`src/rtl/data_mem_ctrl_if.sv`:
```
// ----------------------------------------------------------------------------
// data_mem_ctrl_if
// Request/response bus between the memory stage and the data memory controller.
//   req_valid    : request present (master -> slave)
//   req_ready    : slave can accept a request this cycle (slave -> master)
//   req_we       : 1 = store, 0 = load
//   req_size     : 00 byte, 01 half, 10 word, 11 illegal
//   req_unsigned : loads only, 1 = zero-extend, 0 = sign-extend
//   req_addr     : byte address
//   req_wdata    : store data, right-justified
//   rsp_valid    : one-cycle response pulse (slave -> master)
//   rsp_rdata    : extended load result, 0 for stores and errors
//   rsp_err      : qualifies rsp_valid, access was rejected
// ----------------------------------------------------------------------------
interface data_mem_ctrl_if #(
   parameter int ADDR_W = 9
);
   logic              req_valid;
   logic              req_ready;
   logic              req_we;
   logic [1:0]        req_size;
   logic              req_unsigned;
   logic [ADDR_W-1:0] req_addr;
   logic [31:0]       req_wdata;
   logic              rsp_valid;
   logic [31:0]       rsp_rdata;
   logic              rsp_err;

   modport master (
      output req_valid, req_we, req_size, req_unsigned, req_addr, req_wdata,
      input  req_ready, rsp_valid, rsp_rdata, rsp_err
   );

   modport slave (
      input  req_valid, req_we, req_size, req_unsigned, req_addr, req_wdata,
      output req_ready, rsp_valid, rsp_rdata, rsp_err
   );
endinterface

```
`src/rtl/data_mem_ctrl.sv`:
```
// ----------------------------------------------------------------------------
// data_mem_ctrl
// Clocked data memory for the load/store path: byte-lane stores, sub-word
// loads with sign/zero extension, READ_LAT-cycle load latency behind a
// valid/ready request and a one-cycle response pulse, and error responses
// for misaligned, illegal-size and out-of-range accesses.
// Ports:
//   clk   : rising-edge clock
//   rst_n : asynchronous active-low reset
//   bus   : data_mem_ctrl_if.slave (request and response signals)
// ----------------------------------------------------------------------------
module data_mem_ctrl #(
   parameter int ADDR_W   = 9,
   parameter int DEPTH    = 128,
   parameter int READ_LAT = 1
) (
   input  logic            clk,
   input  logic            rst_n,
   data_mem_ctrl_if.slave  bus
);

   localparam int IDX_W  = ADDR_W - 2;
   localparam int MEM_AW = (DEPTH > 1) ? $clog2(DEPTH) : 1;
   localparam logic [IDX_W:0] DEPTH_C  = DEPTH[IDX_W:0];
   localparam logic [1:0]     CNT_INIT = (READ_LAT > 1) ? 2'(READ_LAT - 2) : 2'd0;

   typedef enum logic [1:0] {
      ST_IDLE = 2'd0,
      ST_WAIT = 2'd1,
      ST_RESP = 2'd2
   } state_t;

   state_t             state_r;
   state_t             state_nxt_s;
   logic [1:0]         cnt_r;
   logic               req_ready_s;
   logic               accept_s;
   logic [IDX_W-1:0]   idx_s;
   logic [MEM_AW-1:0]  idx_mem_s;
   logic               size_err_s;
   logic               range_err_s;
   logic               err_s;
   logic [3:0]         be_s;
   logic [31:0]        wlane_s;
   logic [31:0]        rword_s;
   logic [31:0]        load_s;
   logic [31:0]        resp_data_s;
   logic [31:0]        hold_r;
   logic               rsp_valid_r;
   logic [31:0]        rsp_rdata_r;
   logic               rsp_err_r;
   logic [31:0]        mem_r [0:DEPTH-1];

   // Select the addressed lane(s) of a word and extend to 32 bits.
   function automatic logic [31:0] extend_load(input logic [31:0] word,
                                               input logic [1:0]  size,
                                               input logic [1:0]  off,
                                               input logic        uns);
      logic [7:0]  b;
      logic [15:0] h;
      logic [31:0] r;
      case (off)
         2'b00:   b = word[7:0];
         2'b01:   b = word[15:8];
         2'b10:   b = word[23:16];
         default: b = word[31:24];
      endcase
      h = off[1] ? word[31:16] : word[15:0];
      case (size)
         2'b00:   r = {{24{b[7] & ~uns}}, b};
         2'b01:   r = {{16{h[15] & ~uns}}, h};
         default: r = word;
      endcase
      return r;
   endfunction

   assign idx_s       = bus.req_addr[ADDR_W-1:2];
   // Upper index bits only matter for the range check; in-range indices fit MEM_AW.
   assign idx_mem_s   = idx_s[MEM_AW-1:0];
   assign range_err_s = ({1'b0, idx_s} >= DEPTH_C);
   assign err_s       = size_err_s | range_err_s;
   assign accept_s    = bus.req_valid & req_ready_s;
   assign rword_s     = mem_r[idx_mem_s];
   assign load_s      = extend_load(rword_s, bus.req_size, bus.req_addr[1:0], bus.req_unsigned);
   assign resp_data_s = (err_s || bus.req_we) ? 32'h0000_0000 : load_s;

   // Decode size/alignment into an error flag, lane enables and replicated store data.
   always_comb begin
      size_err_s = 1'b0;
      be_s       = 4'b0000;
      wlane_s    = bus.req_wdata;
      case (bus.req_size)
         2'b00: begin
            be_s    = 4'b0001 << bus.req_addr[1:0];
            wlane_s = {4{bus.req_wdata[7:0]}};
         end
         2'b01: begin
            size_err_s = bus.req_addr[0];
            be_s       = bus.req_addr[1] ? 4'b1100 : 4'b0011;
            wlane_s    = {2{bus.req_wdata[15:0]}};
         end
         2'b10: begin
            size_err_s = (bus.req_addr[1:0] != 2'b00);
            be_s       = 4'b1111;
         end
         default: begin
            size_err_s = 1'b1;
         end
      endcase
   end

   // State register and wait-cycle counter.
   always_ff @(posedge clk or negedge rst_n) begin
      if (!rst_n) begin
         state_r <= ST_IDLE;
         cnt_r   <= 2'd0;
      end else begin
         state_r <= state_nxt_s;
         if (accept_s) begin
            cnt_r <= CNT_INIT;
         end else if (state_r == ST_WAIT && cnt_r != 2'd0) begin
            cnt_r <= cnt_r - 2'd1;
         end else begin
            cnt_r <= cnt_r;
         end
      end
   end

   // Next-state logic; RESP behaves like IDLE so a new request can follow immediately.
   always_comb begin
      state_nxt_s = ST_IDLE;
      case (state_r)
         ST_IDLE, ST_RESP: begin
            if (accept_s) begin
               if (err_s || bus.req_we || (READ_LAT == 1)) begin
                  state_nxt_s = ST_RESP;
               end else begin
                  state_nxt_s = ST_WAIT;
               end
            end else begin
               state_nxt_s = ST_IDLE;
            end
         end
         ST_WAIT: begin
            if (cnt_r == 2'd0) begin
               state_nxt_s = ST_RESP;
            end else begin
               state_nxt_s = ST_WAIT;
            end
         end
         default: begin
            state_nxt_s = ST_IDLE;
         end
      endcase
   end

   // Output decode from state.
   always_comb begin
      req_ready_s = 1'b1;
      if (state_r == ST_WAIT) begin
         req_ready_s = 1'b0;
      end else begin
         req_ready_s = 1'b1;
      end
   end

   // Response registers: loaded only when entering RESP, otherwise held.
   always_ff @(posedge clk or negedge rst_n) begin
      if (!rst_n) begin
         rsp_valid_r <= 1'b0;
         rsp_rdata_r <= 32'h0000_0000;
         rsp_err_r   <= 1'b0;
         hold_r      <= 32'h0000_0000;
      end else begin
         rsp_valid_r <= (state_nxt_s == ST_RESP);
         if (accept_s) begin
            hold_r <= load_s;
         end else begin
            hold_r <= hold_r;
         end
         if (state_nxt_s == ST_RESP) begin
            if (state_r == ST_WAIT) begin
               rsp_rdata_r <= hold_r;
               rsp_err_r   <= 1'b0;
            end else begin
               rsp_rdata_r <= resp_data_s;
               rsp_err_r   <= err_s;
            end
         end else begin
            rsp_rdata_r <= rsp_rdata_r;
            rsp_err_r   <= rsp_err_r;
         end
      end
   end

   // Memory array: byte-lane writes on the acceptance edge, never reset.
   always_ff @(posedge clk) begin
      if (accept_s && bus.req_we && !err_s) begin
         for (int i = 0; i < 4; i++) begin
            if (be_s[i]) begin
               mem_r[idx_mem_s][8*i +: 8] <= wlane_s[8*i +: 8];
            end
         end
      end
   end

   assign bus.req_ready = req_ready_s;
   assign bus.rsp_valid = rsp_valid_r;
   assign bus.rsp_rdata = rsp_rdata_r;
   assign bus.rsp_err   = rsp_err_r;

endmodule
```
`src/flat_wrapper.sv`:
```
// flat-port wrapper written by rule: the top's interface ports become plain ports
module data_mem_ctrl_flat 
#(
   parameter int ADDR_W   = 9,
   parameter int DEPTH    = 128,
   parameter int READ_LAT = 1
)
  (clk, rst_n, bus_req_valid, bus_req_we, bus_req_size, bus_req_unsigned, bus_req_addr, bus_req_wdata, bus_req_ready, bus_rsp_valid, bus_rsp_rdata, bus_rsp_err);
  data_mem_ctrl_if #(.ADDR_W(ADDR_W)) bus_i ();
  input  logic clk;
  input  logic rst_n;
  input wire logic [$bits(bus_i.req_valid)-1:0] bus_req_valid;
  input wire logic [$bits(bus_i.req_we)-1:0] bus_req_we;
  input wire logic [$bits(bus_i.req_size)-1:0] bus_req_size;
  input wire logic [$bits(bus_i.req_unsigned)-1:0] bus_req_unsigned;
  input wire logic [$bits(bus_i.req_addr)-1:0] bus_req_addr;
  input wire logic [$bits(bus_i.req_wdata)-1:0] bus_req_wdata;
  output wire logic [$bits(bus_i.req_ready)-1:0] bus_req_ready;
  output wire logic [$bits(bus_i.rsp_valid)-1:0] bus_rsp_valid;
  output wire logic [$bits(bus_i.rsp_rdata)-1:0] bus_rsp_rdata;
  output wire logic [$bits(bus_i.rsp_err)-1:0] bus_rsp_err;
  assign bus_i.req_valid = bus_req_valid;
  assign bus_i.req_we = bus_req_we;
  assign bus_i.req_size = bus_req_size;
  assign bus_i.req_unsigned = bus_req_unsigned;
  assign bus_i.req_addr = bus_req_addr;
  assign bus_i.req_wdata = bus_req_wdata;
  assign bus_req_ready = bus_i.req_ready;
  assign bus_rsp_valid = bus_i.rsp_valid;
  assign bus_rsp_rdata = bus_i.rsp_rdata;
  assign bus_rsp_err = bus_i.rsp_err;
  data_mem_ctrl #(.ADDR_W(ADDR_W), .DEPTH(DEPTH), .READ_LAT(READ_LAT)) u_core (.clk(clk), .rst_n(rst_n), .bus(bus_i));
endmodule
```
`config.mk`:
```
export PLATFORM = sky130hd
export DESIGN_NAME = data_mem_ctrl_flat
export DESIGN_NICKNAME = d
export VERILOG_FILES = /design/src/rtl/data_mem_ctrl_if.sv /design/src/rtl/data_mem_ctrl.sv /design/src/flat_wrapper.sv
export SDC_FILE = /design/constraint.sdc
export NUM_CORES = 2
export LEC_CHECK = 0
export BUFFER_PORTS_ARGS = -buffer_cell sky130_fd_sc_hd__clkbuf_2
export CAP_MARGIN = 20
export CELL_PAD_IN_SITES_DETAIL_PLACEMENT = 0
export CELL_PAD_IN_SITES_GLOBAL_PLACEMENT = 1
export CORE_MARGIN = 1.5
export CORE_UTILIZATION = 25
export CTS_BUF_LIST = sky130_fd_sc_hd__clkbuf_4
export CTS_CLUSTER_DIAMETER = 150
export CTS_CLUSTER_SIZE = 28
export DETAILED_ROUTE_END_ITERATION = 12
export MAX_ROUTING_LAYER = met4
export PLACE_DENSITY = 0.53
export SLEW_MARGIN = 40
export SYNTH_ARGS = -nofsm -noshare
export SYNTH_HDL_FRONTEND = slang
export SYNTH_SLANG_ARGS = --single-unit
```
`constraint.sdc`:
```
create_clock -name clk -period 3.3 [get_ports clk]
set_clock_uncertainty 0.2 [all_clocks]
set_input_delay 0.33 -clock clk [delete_from_list [all_inputs] [get_ports clk]]
set_output_delay 0.33 -clock clk [all_outputs]
set_load 0.05 [all_outputs]
```
==> key figures <==
GRT
  • Vias in the first global route: about 100k
  • Largest net degree at the start of global routing: 129
  • Initial antenna violation count: between 100 and 150
  • Grt total ovfl: 0
  • Global-route wire length before repair: between 900000 and 1000000 µm
  • GRT Total Usage: 0.230

Synthesis
  • Mapped cell area: approximately 160000 µm²
  • Yosys warns: 0
  • Mean post-synth cell area: roughly 17 µm²
  • Top-area cell type share of the netlist area: 0.748
  • Ys async rst share: 0.0168
  • Top cells by count, synth: 4096 x edfxtp_1, 835 x nor2_1, 492 x mux2i_1, 443 x nand2_1, 438 x a221oi_1
  • Post-synth EDFFs: between 4k and 5k
  • Leading post-synthesis cells by cell area: edfxtp_1 75%, mux2i_1 3.0%, mux4_2 3.0%
  • Yosys reg bits: between 4k and 5k
  • Synth unique cells: 95
  • Syn_nets: around 9.6k
  • Count leader, synth: edfxtp_1
  • Synth Instances: about 9.6k
  • Commonest register cell after synthesis: edfxtp_1
  • Yosys top cell by area: edfxtp_1
  • Register area share after synthesis: 0.759

Detailed routing
  • Vias per cell: roughly 5.4
  • Vias: 109k
  • DRC Markers: 0
  • Wire per inst: 38.0 µm
  • Initial DRC Count: between 15k and 20k
  • Routed WL: roughly 770000 µm
  • Drt pass-1 iters: 8
  • Post-DRT Antenna Nets: 0

Setup path
  • Worst setup path startpoint: u_core.mem_r[120][31]
  • Setup slack, reg-to-reg: -0.66 ns
  • Critical path data required time: ~4.7 ns
  • CP Capture Type: register
  • WP data arrival: around 5.3 ns
  • Crit path capture: u_core.hold_r[24]
  • Startpoint types: register
  • Worst r2r path cells: 16
  • Worst r2r dst: u_core.hold_r[24]
  • Crit Path Category: reg2reg
  • FF-to-FF Start: u_core.mem_r[120][31]
  • CP Max Fanout: 6

Cells and area
  • Layout Nets: between 10k and 15k
  • Share of cells above drive strength 1: 0.285
  • Area delta synth->final: 21.0%
  • Final instance area: 199000 µm²

CTS
  • Clock latency on the worst-skew pair: ~1.7 ns
  • Clock-pin slew on the worst setup and hold paths: roughly 0.32 ns
  • Clk sink count: 4166
  • CTS tree: built
  • Clk buf depth: 4
  • Clk root buf: clkbuf_4
  • H-tree depth: 4
  • CTS Buf Count: between 150 and 200

Timing
  • Final hold vios: 0
  • Slew @ Worst Pin: around 1.0 ns
  • RSZ-0062 raised after global routing: yes
  • Minimum clock period after layout: 3.96 ns
  • Final worst-path cycle share: 1.20
  • Max-slew headroom: 0.325
  • Finish-stage setup viols: 114
  • Worst setup margin: -0.663 ns
  • Max Slew Vio Count: 0
  • Max Clock Freq: ~0.25 GHz
  • Fin Hold WS: 0.114 ns
  • Setup TNS: -33.30 ns

Worst hold path
  • WHS Path Cells: 10
  • Tightest Hold Check Type: in2reg

Die
  • FP Rows: 297
  • I/O Pins: 83
  • Die area: about 660000 µm²
  • DIE HEIGHT: 814 µm
  • Die extent in x: 814 µm
  • Core area: 654000 µm²
  • Starting Density: 0.251

Outcome
  • Violated checks: setup timing
  • Status: complete, but fails checks

Placed design
  • Port bufs: 82
  • Post-detail-place hpwl: between 500000 and 600000 µm
  • Post-DP Area: 194000 µm²
  • GP Congestion: 1.08

Power and ir drop
  • VDD IR max: 0.000294 V
  • Leakage: 64.1 nW
  • PwrDens: 442 nW/µm²

Job
  • Max-Cap Viols: 0
final cells by class:
| class | count | area [µm²] |
|---|---|---|
| inverters | 19 | 96.3 |
| flip-flops and latches | 4166 | 125000 |
| well taps | 8671 | 10800 |
| clock buffers | 196 | 1470 |
| fillers | 64308 | 455000 |
| clock inverters | 16 | 278 |
| diodes | 115 | 288 |
| repair buffers | 2324 | 24000 |
| multi-input cells | 4669 | 37100 |
through the flow:
stage	total power, mW	utilization	std cells	worst slack (ns)
after CTS	87.8	0.303	20050	-0.622
after global placement	69.3	0.297	19697	-2.46
final	87.9	0.304	20176	-0.663
after detailed placement	69.4	0.297	19700	-1.87
after floorplan	63.6	-	9554	-0.105
after global routing	89.6	0.304	20157	-0.594
placed cells by master (no fill, tap or decap), types with 15 or more instances in the layout:
cell / instances
edfxtp_1: 4096
buf_4: 1602
nor2_1: 803
buf_12: 506
mux2i_1: 490
nand2_1: 435
a221oi_1: 407
mux2_2: 350
a22oi_1: 304
a21oi_1: 296
mux4_2: 216
o21ai_0: 204
clkbuf_4: 196
o22ai_1: 183
dlygate4sd3_1: 125
diode_2: 115
a221o_1: 87
dfrtp_1: 68
o221ai_1: 65
clkbuf_2: 65
a22o_1: 59
o2bb2ai_1: 46
o211ai_1: 46
a222oi_1: 36
nand3_1: 36
a31oi_1: 30
a221oi_2: 29
a211o_1: 25
nor2_2: 24
o22a_1: 23
a211oi_1: 22
o21ai_1: 22
mux2_4: 19
nand4_1: 19
nor3_1: 16
o21ai_2: 15
per-layer routing:
metal / GRT usage / wire, µm / vias up
met4: 0.0964 / 39400 / 0
met5: - / 0 / -
met3: 0.0626 / 85700 / 1044
met1: 0.304 / 312000 / 58346
met2: 0.332 / 330000 / 7265
li1: - / - / 42177
logic make-up (layout without fill, tap and decap cells):
family          Yosys count  in the layout  share of synthesized area
flops                  4166           4166                      0.759
compound gates         2080           2080                     0.0933
simple gates           1504           1504                     0.0384
mux                    1083           1083                     0.0853
buf+inv                 719           2555                     0.0238
fa+ha+maj                 1              1                  0.0000761
xor+xnor                  1              1                  0.0000533
other cells               0            115                          0
power by group:
group	switching, mW	leakage, nW	internal [mW]
combinational	6.98	25.3	3.39
sequential	0.0821	37.8	58.5
clock	15.7	1.04	3.17
worst max-delay path: stages (launching register included):
cell and delay, ns:
edfxtp_1 0.49, mux2i_4 0.29, o22a_4 0.28, a21oi_1 0.10
buf_4 0.16, a2111oi_4 0.37, nand4_1 0.24, buf_4 0.22
o21ai_1 0.16, buf_4 0.12, o21ai_0 0.16, a211oi_2 0.26
buf_4 0.17, buf_6 0.10, nor4_4 0.04, buf_6 0.14
a211o_1 0.26
worst min-delay path by stage:
| stage | start | end | slack (ns) |
|---|---|---|---|
| 2_1_floorplan | rst_n | u_core.bus.rsp_err | -0.17 |
| 3_3_place_gp | u_core.hold_r[3] | u_core.hold_r[3] | 0.26 |
| 3_5_place_dp | rst_n | u_core.bus.rsp_rdata[29] | 0.19 |
| 4_1_cts | bus_req_addr[6] | u_core.hold_r[31] | 0.002 |
| 5_1_grt | bus_req_addr[2] | u_core.mem_r[122][31] | 0.02 |
| 6_report | bus_req_addr[2] | u_core.mem_r[122][31] | 0.11 |
registers in the layout (all words and copies together), names as in the netlist:
signal,flops
u_core.mem_r,4096
u_core.bus.rsp_rdata,32
u_core.hold_r,32
u_core.cnt_r,2
u_core.state_r,2
u_core.bus.rsp_err,1
u_core.bus.rsp_valid,1
what timing repair did:
item                                    4_1_cts  5_1_grt
buffers inserted                              3        7
gates resized for setup                     116       88
pin swaps                                    48       34
endpoints found under the hold margin      8056       39
hold buffers                                137        2
gates cloned                                  0        1
endpoints found under the setup margin       67      139
Power figures use the tool's default switching activity.
